[src/rtl/mips_ctrl_if.sv]
// Bundles the signals between the multicycle MIPS main control FSM and its datapath.
// master = control unit, slave = datapath.
`timescale 1ns/1ps
interface mips_ctrl_if;
   logic [5:0] opcode;
   logic       zero;
   logic       jr;
   logic       mem_ready;
   logic       pcwrite;
   logic       branch;
   logic       pc_en;
   logic [1:0] pcsrc;
   logic       iord;
   logic       irwrite;
   logic       memwrite;
   logic       regwrite;
   logic       regdst;
   logic       memtoreg;
   logic       alusrca;
   logic [1:0] alusrcb;
   logic [1:0] aluop;
   logic       imm_zext;
   logic       illegal_op;
   logic [3:0] state_o;

   modport master (
      input  opcode, zero, jr, mem_ready,
      output pcwrite, branch, pc_en, pcsrc, iord, irwrite, memwrite, regwrite,
             regdst, memtoreg, alusrca, alusrcb, aluop, imm_zext, illegal_op, state_o
   );

   modport slave (
      output opcode, zero, jr, mem_ready,
      input  pcwrite, branch, pc_en, pcsrc, iord, irwrite, memwrite, regwrite,
             regdst, memtoreg, alusrca, alusrcb, aluop, imm_zext, illegal_op, state_o
   );
endinterface

[src/rtl/mips_multicycle_control.sv]
// Main control FSM for the multicycle MIPS datapath: sequences fetch/decode/execute/
// memory/writeback, drives aluop into alu_control and stalls on mem_ready.
`timescale 1ns/1ps
module mips_multicycle_control (
   input  logic        clk,
   input  logic        rst_n,
   mips_ctrl_if.master ctrl
);
   localparam logic [5:0] OP_RTYPE = 6'b000000;
   localparam logic [5:0] OP_LW    = 6'b100011;
   localparam logic [5:0] OP_SW    = 6'b101011;
   localparam logic [5:0] OP_BEQ   = 6'b000100;
   localparam logic [5:0] OP_ADDI  = 6'b001000;
   localparam logic [5:0] OP_ANDI  = 6'b001100;
   localparam logic [5:0] OP_J     = 6'b000010;

   localparam logic [3:0] S_FETCH   = 4'd0;
   localparam logic [3:0] S_DECODE  = 4'd1;
   localparam logic [3:0] S_MEMADR  = 4'd2;
   localparam logic [3:0] S_MEMRD   = 4'd3;
   localparam logic [3:0] S_MEMWB   = 4'd4;
   localparam logic [3:0] S_MEMWR   = 4'd5;
   localparam logic [3:0] S_EXECUTE = 4'd6;
   localparam logic [3:0] S_ALUWB   = 4'd7;
   localparam logic [3:0] S_BRANCH  = 4'd8;
   localparam logic [3:0] S_ADDIEX  = 4'd9;
   localparam logic [3:0] S_IMMWB   = 4'd10;
   localparam logic [3:0] S_ANDIEX  = 4'd11;
   localparam logic [3:0] S_JUMP    = 4'd12;

   logic [3:0] state, next_state;
   logic       pcwrite_c, branch_c, iord_c, irwrite_c, memwrite_c, regwrite_c;
   logic       regdst_c, memtoreg_c, alusrca_c, imm_zext_c, illegal_c;
   logic [1:0] pcsrc_c, alusrcb_c, aluop_c;
   logic       pcwrite_g;

   // NOTE: sequential state uses non-blocking assignment so every flop samples pre-edge values.
   always_ff @(posedge clk or negedge rst_n) begin
      if (!rst_n) state <= S_FETCH;
      else        state <= next_state;
   end

   always_comb begin
      // NOTE: every output gets a default up front; a path that forgets one would infer a latch.
      next_state = S_FETCH;
      pcwrite_c  = 1'b0;
      branch_c   = 1'b0;
      pcsrc_c    = 2'b00;
      iord_c     = 1'b0;
      irwrite_c  = 1'b0;
      memwrite_c = 1'b0;
      regwrite_c = 1'b0;
      regdst_c   = 1'b0;
      memtoreg_c = 1'b0;
      alusrca_c  = 1'b0;
      alusrcb_c  = 2'b00;
      aluop_c    = 2'b00;
      imm_zext_c = 1'b0;
      illegal_c  = 1'b0;
      case (state)
         S_FETCH: begin
            alusrcb_c  = 2'b01;
            irwrite_c  = ctrl.mem_ready;
            pcwrite_c  = ctrl.mem_ready;
            next_state = ctrl.mem_ready ? S_DECODE : S_FETCH;
         end
         S_DECODE: begin
            alusrcb_c = 2'b11;
            case (ctrl.opcode)
               OP_LW, OP_SW: next_state = S_MEMADR;
               OP_RTYPE:     next_state = S_EXECUTE;
               OP_BEQ:       next_state = S_BRANCH;
               OP_ADDI:      next_state = S_ADDIEX;
               OP_ANDI:      next_state = S_ANDIEX;
               OP_J:         next_state = S_JUMP;
               default:      illegal_c  = 1'b1;
            endcase
         end
         S_MEMADR: begin
            alusrca_c  = 1'b1;
            alusrcb_c  = 2'b10;
            next_state = (ctrl.opcode == OP_LW) ? S_MEMRD : S_MEMWR;
         end
         S_MEMRD: begin
            iord_c     = 1'b1;
            next_state = ctrl.mem_ready ? S_MEMWB : S_MEMRD;
         end
         S_MEMWB: begin
            regwrite_c = 1'b1;
            memtoreg_c = 1'b1;
         end
         S_MEMWR: begin
            iord_c     = 1'b1;
            memwrite_c = 1'b1;
            next_state = ctrl.mem_ready ? S_FETCH : S_MEMWR;
         end
         S_EXECUTE: begin
            alusrca_c = 1'b1;
            aluop_c   = 2'b10;
            // jr resolves here: redirect PC from register A and skip writeback.
            if (ctrl.jr) begin
               pcwrite_c = 1'b1;
               pcsrc_c   = 2'b11;
            end else begin
               next_state = S_ALUWB;
            end
         end
         S_ALUWB: begin
            regwrite_c = 1'b1;
            regdst_c   = 1'b1;
         end
         S_BRANCH: begin
            alusrca_c = 1'b1;
            aluop_c   = 2'b01;
            pcsrc_c   = 2'b01;
            branch_c  = 1'b1;
         end
         S_ADDIEX: begin
            alusrca_c  = 1'b1;
            alusrcb_c  = 2'b10;
            next_state = S_IMMWB;
         end
         S_ANDIEX: begin
            alusrca_c  = 1'b1;
            alusrcb_c  = 2'b10;
            aluop_c    = 2'b11;
            imm_zext_c = 1'b1;
            next_state = S_IMMWB;
         end
         S_IMMWB: regwrite_c = 1'b1;
         S_JUMP: begin
            pcwrite_c = 1'b1;
            pcsrc_c   = 2'b10;
         end
         default: ;
      endcase
   end

   // Write strobes are masked by rst_n so FETCH's mem_ready-driven writes stay off in reset.
   assign pcwrite_g       = pcwrite_c & rst_n;
   assign ctrl.pcwrite    = pcwrite_g;
   assign ctrl.irwrite    = irwrite_c & rst_n;
   assign ctrl.memwrite   = memwrite_c & rst_n;
   assign ctrl.regwrite   = regwrite_c & rst_n;
   assign ctrl.illegal_op = illegal_c & rst_n;
   assign ctrl.pc_en      = pcwrite_g | (branch_c & ctrl.zero);
   assign ctrl.branch     = branch_c;
   assign ctrl.pcsrc      = pcsrc_c;
   assign ctrl.iord       = iord_c;
   assign ctrl.regdst     = regdst_c;
   assign ctrl.memtoreg   = memtoreg_c;
   assign ctrl.alusrca    = alusrca_c;
   assign ctrl.alusrcb    = alusrcb_c;
   assign ctrl.aluop      = aluop_c;
   assign ctrl.imm_zext   = imm_zext_c;
   assign ctrl.state_o    = state;
endmodule
[src/flat_wrapper.sv]
// flat-port wrapper written by rule: the top's interface ports become plain ports
module mips_multicycle_control_flat 
  (clk, rst_n, ctrl_opcode, ctrl_zero, ctrl_jr, ctrl_mem_ready, ctrl_pcwrite, ctrl_branch, ctrl_pc_en, ctrl_pcsrc, ctrl_iord, ctrl_irwrite, ctrl_memwrite, ctrl_regwrite, ctrl_regdst, ctrl_memtoreg, ctrl_alusrca, ctrl_alusrcb, ctrl_aluop, ctrl_imm_zext, ctrl_illegal_op, ctrl_state_o);
  mips_ctrl_if ctrl_i ();
  input  logic clk;
  input  logic rst_n;
  input wire logic [$bits(ctrl_i.opcode)-1:0] ctrl_opcode;
  input wire logic [$bits(ctrl_i.zero)-1:0] ctrl_zero;
  input wire logic [$bits(ctrl_i.jr)-1:0] ctrl_jr;
  input wire logic [$bits(ctrl_i.mem_ready)-1:0] ctrl_mem_ready;
  output wire logic [$bits(ctrl_i.pcwrite)-1:0] ctrl_pcwrite;
  output wire logic [$bits(ctrl_i.branch)-1:0] ctrl_branch;
  output wire logic [$bits(ctrl_i.pc_en)-1:0] ctrl_pc_en;
  output wire logic [$bits(ctrl_i.pcsrc)-1:0] ctrl_pcsrc;
  output wire logic [$bits(ctrl_i.iord)-1:0] ctrl_iord;
  output wire logic [$bits(ctrl_i.irwrite)-1:0] ctrl_irwrite;
  output wire logic [$bits(ctrl_i.memwrite)-1:0] ctrl_memwrite;
  output wire logic [$bits(ctrl_i.regwrite)-1:0] ctrl_regwrite;
  output wire logic [$bits(ctrl_i.regdst)-1:0] ctrl_regdst;
  output wire logic [$bits(ctrl_i.memtoreg)-1:0] ctrl_memtoreg;
  output wire logic [$bits(ctrl_i.alusrca)-1:0] ctrl_alusrca;
  output wire logic [$bits(ctrl_i.alusrcb)-1:0] ctrl_alusrcb;
  output wire logic [$bits(ctrl_i.aluop)-1:0] ctrl_aluop;
  output wire logic [$bits(ctrl_i.imm_zext)-1:0] ctrl_imm_zext;
  output wire logic [$bits(ctrl_i.illegal_op)-1:0] ctrl_illegal_op;
  output wire logic [$bits(ctrl_i.state_o)-1:0] ctrl_state_o;
  assign ctrl_i.opcode = ctrl_opcode;
  assign ctrl_i.zero = ctrl_zero;
  assign ctrl_i.jr = ctrl_jr;
  assign ctrl_i.mem_ready = ctrl_mem_ready;
  assign ctrl_pcwrite = ctrl_i.pcwrite;
  assign ctrl_branch = ctrl_i.branch;
  assign ctrl_pc_en = ctrl_i.pc_en;
  assign ctrl_pcsrc = ctrl_i.pcsrc;
  assign ctrl_iord = ctrl_i.iord;
  assign ctrl_irwrite = ctrl_i.irwrite;
  assign ctrl_memwrite = ctrl_i.memwrite;
  assign ctrl_regwrite = ctrl_i.regwrite;
  assign ctrl_regdst = ctrl_i.regdst;
  assign ctrl_memtoreg = ctrl_i.memtoreg;
  assign ctrl_alusrca = ctrl_i.alusrca;
  assign ctrl_alusrcb = ctrl_i.alusrcb;
  assign ctrl_aluop = ctrl_i.aluop;
  assign ctrl_imm_zext = ctrl_i.imm_zext;
  assign ctrl_illegal_op = ctrl_i.illegal_op;
  assign ctrl_state_o = ctrl_i.state_o;
  mips_multicycle_control u_core (.clk(clk), .rst_n(rst_n), .ctrl(ctrl_i));
endmodule
[config.mk]
export PLATFORM = sky130hd
export DESIGN_NAME = mips_multicycle_control_flat
export DESIGN_NICKNAME = d
export VERILOG_FILES = /design/src/rtl/mips_ctrl_if.sv /design/src/rtl/mips_multicycle_control.sv /design/src/flat_wrapper.sv
export SDC_FILE = /design/constraint.sdc
export NUM_CORES = 1
export LEC_CHECK = 0
export BUFFER_PORTS_ARGS = -buffer_cell sky130_fd_sc_hd__buf_2
export CORE_AREA = 4 4 41 43
export CTS_BUF_LIST = sky130_fd_sc_hd__clkbuf_2 sky130_fd_sc_hd__clkbuf_4 sky130_fd_sc_hd__clkbuf_8
export CTS_CLUSTER_DIAMETER = 50
export CTS_CLUSTER_SIZE = 16
export DETAILED_ROUTE_END_ITERATION = 6
export DIE_AREA = 0 0 45 47
export PLACE_DENSITY_LB_ADDON = 0.12
export SYNTH_ARGS = -nofsm -noshare
export SYNTH_HDL_FRONTEND = slang
export SYNTH_SLANG_ARGS = --single-unit
[constraint.sdc]
create_clock -name clk -period 4.75 [get_ports clk]
set_clock_uncertainty 0.2 [all_clocks]
set_input_delay 0.95 -clock clk [delete_from_list [all_inputs] [get_ports clk]]
set_output_delay 0.95 -clock clk [all_outputs]
set_load 0.02 [all_outputs]
Yosys cells after proc, flatten, opt, wreduce, memory -nomap -nowiden
Cells that the tools add are included.
- muxes and demuxes: 24
- bitwise gates (word level): 7
- reductions and logical operators: 9
- equal/unequal tests: 18
- operator list (kind ; number):
    4-bit case mux with 7 select lines ; 1
    4-bit case mux with 6 select lines ; 1
    4-bit == test, second input constant ; 5
    2-bit case mux with 3 select lines ; 3
    4-bit by 3-bit == test with 1-bit output, second input constant ; 4
    1-bit two-way mux ; 13
    6-bit by 4-bit == test with 1-bit output, second input constant ; 2
    6-bit == test, second input constant ; 2
    3-bit two-way mux ; 4
    4-bit by 2-bit == test with 1-bit output, second input constant ; 2
    7-bit OR reduction ; 1
    1-bit bitwise AND ; 6
    6-bit by 2-bit == test with 1-bit output, second input constant ; 1
    6-bit by 3-bit == test with 1-bit output, second input constant ; 1
    6-bit logical NOT ; 1
    2-bit OR reduction ; 3
    3-bit OR reduction ; 2
    5-bit OR reduction ; 1
    4-bit by 1-bit == test with 1-bit output, second input constant ; 1
    4-bit logical NOT ; 1
    1-bit case mux with 3 select lines ; 1
    2-bit two-way mux ; 1
    1-bit bitwise OR ; 1
- input bits: 11
- output and inout bits: 22
- register bits after elaboration: 4
- word-level logic and storage cells: 59

Logic depth before layout (Yosys ltp)
- depth in word-level cells: 5
- gate-level depth with buffers: 5

Worst setup path after synthesis
No wires, ideal clock.
- path kind: in2out
- start point: in ctrl_jr
- end point: out ctrl_pc_en
- slack: 1.556 ns
- data required time: 3.600 ns
- buffers on the path: 0
- cell stages on the path: 4
- arrival time: 2.044 ns
- cell sequence: nand3b_1 a21oi_1 o2111a_1 a21o_1
- cells in the longest elaborated chain, start to end: 4
- ends and longest elaborated chain (element ; line ; RTL):
    start, declared ; flat_wrapper.sv:9 ; input wire logic [$bits(ctrl_i.jr)-1:0] ctrl_jr;
    1-bit two-way mux ; mips_multicycle_control.sv:101 ; if (ctrl.jr) begin
    1-bit case mux with 3 select lines ; mips_multicycle_control.sv:60 ; case (state)
    1-bit bitwise AND ; mips_multicycle_control.sv:140 ; assign pcwrite_g = pcwrite_c & rst_n;
    net ctrl_pcwrite ; flat_wrapper.sv:11 ; output wire logic [$bits(ctrl_i.pcwrite)-1:0] ctrl_pcwrite;
    1-bit bitwise OR ; mips_multicycle_control.sv:146 ; assign ctrl.pc_en = pcwrite_g | (branch_c & ctrl.zero);
    end, declared ; flat_wrapper.sv:13 ; output wire logic [$bits(ctrl_i.pc_en)-1:0] ctrl_pc_en;
The timed path passes the listed nets, and every way through them passes these cells.

Final worst setup path
- start point: in ctrl_opcode[1]
- end point: out ctrl_illegal_op
- cells in the longest elaborated chain, start to end: 5
- elaborated cells on any way between the ends: 11
- classes of those cells: eq/ne (6); mux (2); bitwise (1); reduce/logical (2)
- ends and longest elaborated chain (element ; line ; RTL):
    start, declared ; flat_wrapper.sv:7 ; input wire logic [$bits(ctrl_i.opcode)-1:0] ctrl_opcode;
    6-bit == test (tied with other cells) ; mips_multicycle_control.sv:69 ; case (ctrl.opcode)
    7-bit OR reduction (no source line) * ; n/a ;
    1-bit two-way mux * ; mips_multicycle_control.sv:69 ;
    1-bit two-way mux * ; mips_multicycle_control.sv:60 ;
    1-bit bitwise AND * ; mips_multicycle_control.sv:145 ; assign ctrl.illegal_op = illegal_c & rst_n;
    end, declared ; flat_wrapper.sv:25 ; output wire logic [$bits(ctrl_i.illegal_op)-1:0] ctrl_illegal_op;
Mark *: on every way between the ends. The rest lies on a longest branch, timed or not.

==> results.md <==
- Status: completed
- Slowest library cell on the worst path: or4_4
- DRT antenna net count: 0
- Clock transition at path regs: 40 ps
- Async SR Flop Fraction: 1.00
- CP dominant cell by count: buf_2
- Fmax: 309 MHz
- First-pass GRT wire length: 2640 microns
- TritonCTS Buffers: 3
- Cell family with most CP delay: simple AND/OR/NAND/NOR gates
- Yosys warns: 0
- Top FF cell, synth: dfrtp_1
- Rel. slew slack: 0.600
- Slowest stage delay, CP: 520 ps
- Dpl ws: 1510 ps
- Final Wtd Congestion: 0.827
- Clock Path Buffers: 2
- Post-DP HPWL: 1280 microns
- Final WL: 1680 microns
- Max-slew violations: 0
- Hold buffers post-CTS: 0
- Initial Util: 0.465
- Power share of the combinational group: 0.480
- Slew @ Worst Pin: 600 ps
- # port buffers: 32
- Final global-route overflow total: 0
- DIE AREA: 2120 sq um
- Avg Inst Size Synth: 7.39 sq um
- Floorplan core area: 1300 sq um
- Leak: 0.387 nW
- Area delta synth->final: 27.5%
- Post-Syn Nets: 93
- Register bit total from synthesis: 4
- Critical Path AT: 2090 ps
- Final nets: 126
- Minimum clock period: 3240 ps
- Chip width: 45 microns
- Most frequent cells in the layout: buf_2 (32), nor2_1 (7), nor3_1 (6)
- Commonest non-fill, non-tap cell in the layout: buf_2
- Iter 0 DRT Violations: 27
- Routed WL per cell: 13.1 microns
- Crit Path Category: input port to primary output
- Net Sw Frac: 0.445
- RSZ-0062 raised after global routing: no
- Pwr dens: 233 nW/um^2
- Vias: 708
- Worst Setup End Kind: primary output
- Worst path depth: 5
- Share of cells above drive strength 1: 0.381
- Total track usage: 0.168
- VDD IR-drop max: 0.112 mV
- Initial antenna violation count: 0
- Critical-path cell list: buf_2, or4_4, a211oi_2, nor2_1, buf_2
- Crit path buf inv count: 2
- DIE HEIGHT: 47 microns
- Netlist Area Pre-Place: 606 sq um
- Sequential fraction of design power: 0.283
- Post-CTS setup repair buffer count: 0
- Library cells used by synthesis: 40
- Total Power: 0.000180 W
- Worst Path Max Fanout: 5
- Clock Power Share: 0.236
- Int Pwr: 0.0000997 W
- Clk Latency, worst-skew pair: 230 ps
- Final setup TNS: 0 ps
- Vias in the first global route: 599
- HP Class: input port to asynchronous set/reset pin
- Max-cap violations: 0
- Number of cell rows: 13
- EDFF count, synth: 0
- Startpoint Class: input port
- Switching Power: 0.0000799 W
- Root Buffer: clkbuf_4
- CP required: 3600 ps
- Ant diodes: 0
- Final worst slack: 1510 ps
- CTS tree: done
- Post_cts resized: 0
- CTS HTree Levels: 1
- Reg2Reg Depth: 4
- Seq/Total Area, Yosys: 0.165
- Cells after synthesis: 82
- Final Hold Fails: 0
- Final setup vio count: 0
- Post-route clock period utilization: 0.682
- Vias per inst: 5.53
- DRC errors left: 0
- # IOs: 33
- 1st-pass router iterations: 4
- Largest register FFs: 4
- Largest net degree at the start of global routing: 18
- Clk sink count: 4
## routing by layer
| layer | track usage | up-vias | part of all wire |
|---|---|---|---|
| li1 | - | 363 | - |
| met1 | 0.226 | 308 | 0.46 |
| met2 | 0.254 | 33 | 0.43 |
| met3 | 0.0268 | 4 | 0.081 |
| met4 | 0.0936 | 0 | 0.021 |
| met5 | 0 | - | 0 |
## cell usage after synthesis, types with 2 or more instances
master	number	area, sq um
a21oi_1	2	10.0
nor2_1	7	26.3
nor2b_1	3	18.8
inv_1	3	11.3
dfrtp_1	4	100
nand2_1	5	18.8
o21ai_1	3	15.0
and3_1	4	25.0
and2b_2	2	17.5
xnor2_1	3	26.3
o21ai_0	2	10.0
nand2b_1	4	25.0
or3_1	3	18.8
buf_6	2	22.5
and2_1	2	12.5
nand3_1	4	20.0
nor3_1	6	30.0
## metrics by stage
stage,hold WS (ps),cells,cell area [sq um],utilization
floorplan,454,82,606,-
global placement,517,125,749,0.576
detailed placement,504,125,749,0.576
CTS,351,128,772,0.593
global route,355,128,772,0.593
finish,353,128,772,0.593
## cells by family (layout without fill, tap and decap cells)
| logic type | Yosys count | in the layout | share of synthesized area |
|---|---|---|---|
| AND/OR/NAND/NOR | 47 | 47 | 0.446 |
| XOR/XNOR | 3 | 3 | 0.0434 |
| buffers and inverters | 8 | 39 | 0.0909 |
| flip-flops | 4 | 4 | 0.165 |
| AO/OA/AOI/OAI | 19 | 19 | 0.238 |
| multiplexers | 1 | 1 | 0.0165 |
## final timing paths
kind / from / end / slack, ps
hold / removal: rst_n / u_core.ctrl.state_o[3]$_DFF_PN0_ / 350
min in group clk: u_core.ctrl.state_o[2]$_DFF_PN0_ / u_core.ctrl.state_o[3]$_DFF_PN0_ / 530
hold reg to reg: u_core.ctrl.state_o[2]$_DFF_PN0_ / u_core.ctrl.state_o[3]$_DFF_PN0_ / 530
max in group asynchronous: rst_n / u_core.ctrl.state_o[1]$_DFF_PN0_ / 3830
setup reg to reg: u_core.ctrl.state_o[1]$_DFF_PN0_ / u_core.ctrl.state_o[0]$_DFF_PN0_ / 2980
setup / recovery: ctrl_opcode[1] / ctrl_illegal_op / 1510
## final cells by class
type | instances | area (sq um)
Inverter | 4 | 20.0
Sequential cell | 4 | 100
Tap cell | 15 | 18.8
Fill cell | 135 | 529
Timing Repair Buffer | 32 | 160
Multi-Input combinational cell | 70 | 450
Clock buffer | 3 | 22.5
## power groups by stage
stage | logic, W | registers [W] | clock network (W)
global route | 0.0000932 | 0.0000526 | 0.0000457
detailed placement | 0.0000866 | 0.0000512 | 0
global placement | 0.0000855 | 0.0000512 | 0
floorplan | 0.0000661 | 0.0000459 | 0
CTS | 0.0000867 | 0.0000506 | 0.0000434
finish | 0.0000862 | 0.0000509 | 0.0000425
No activity file was read; power rests on OpenSTA's default activity.
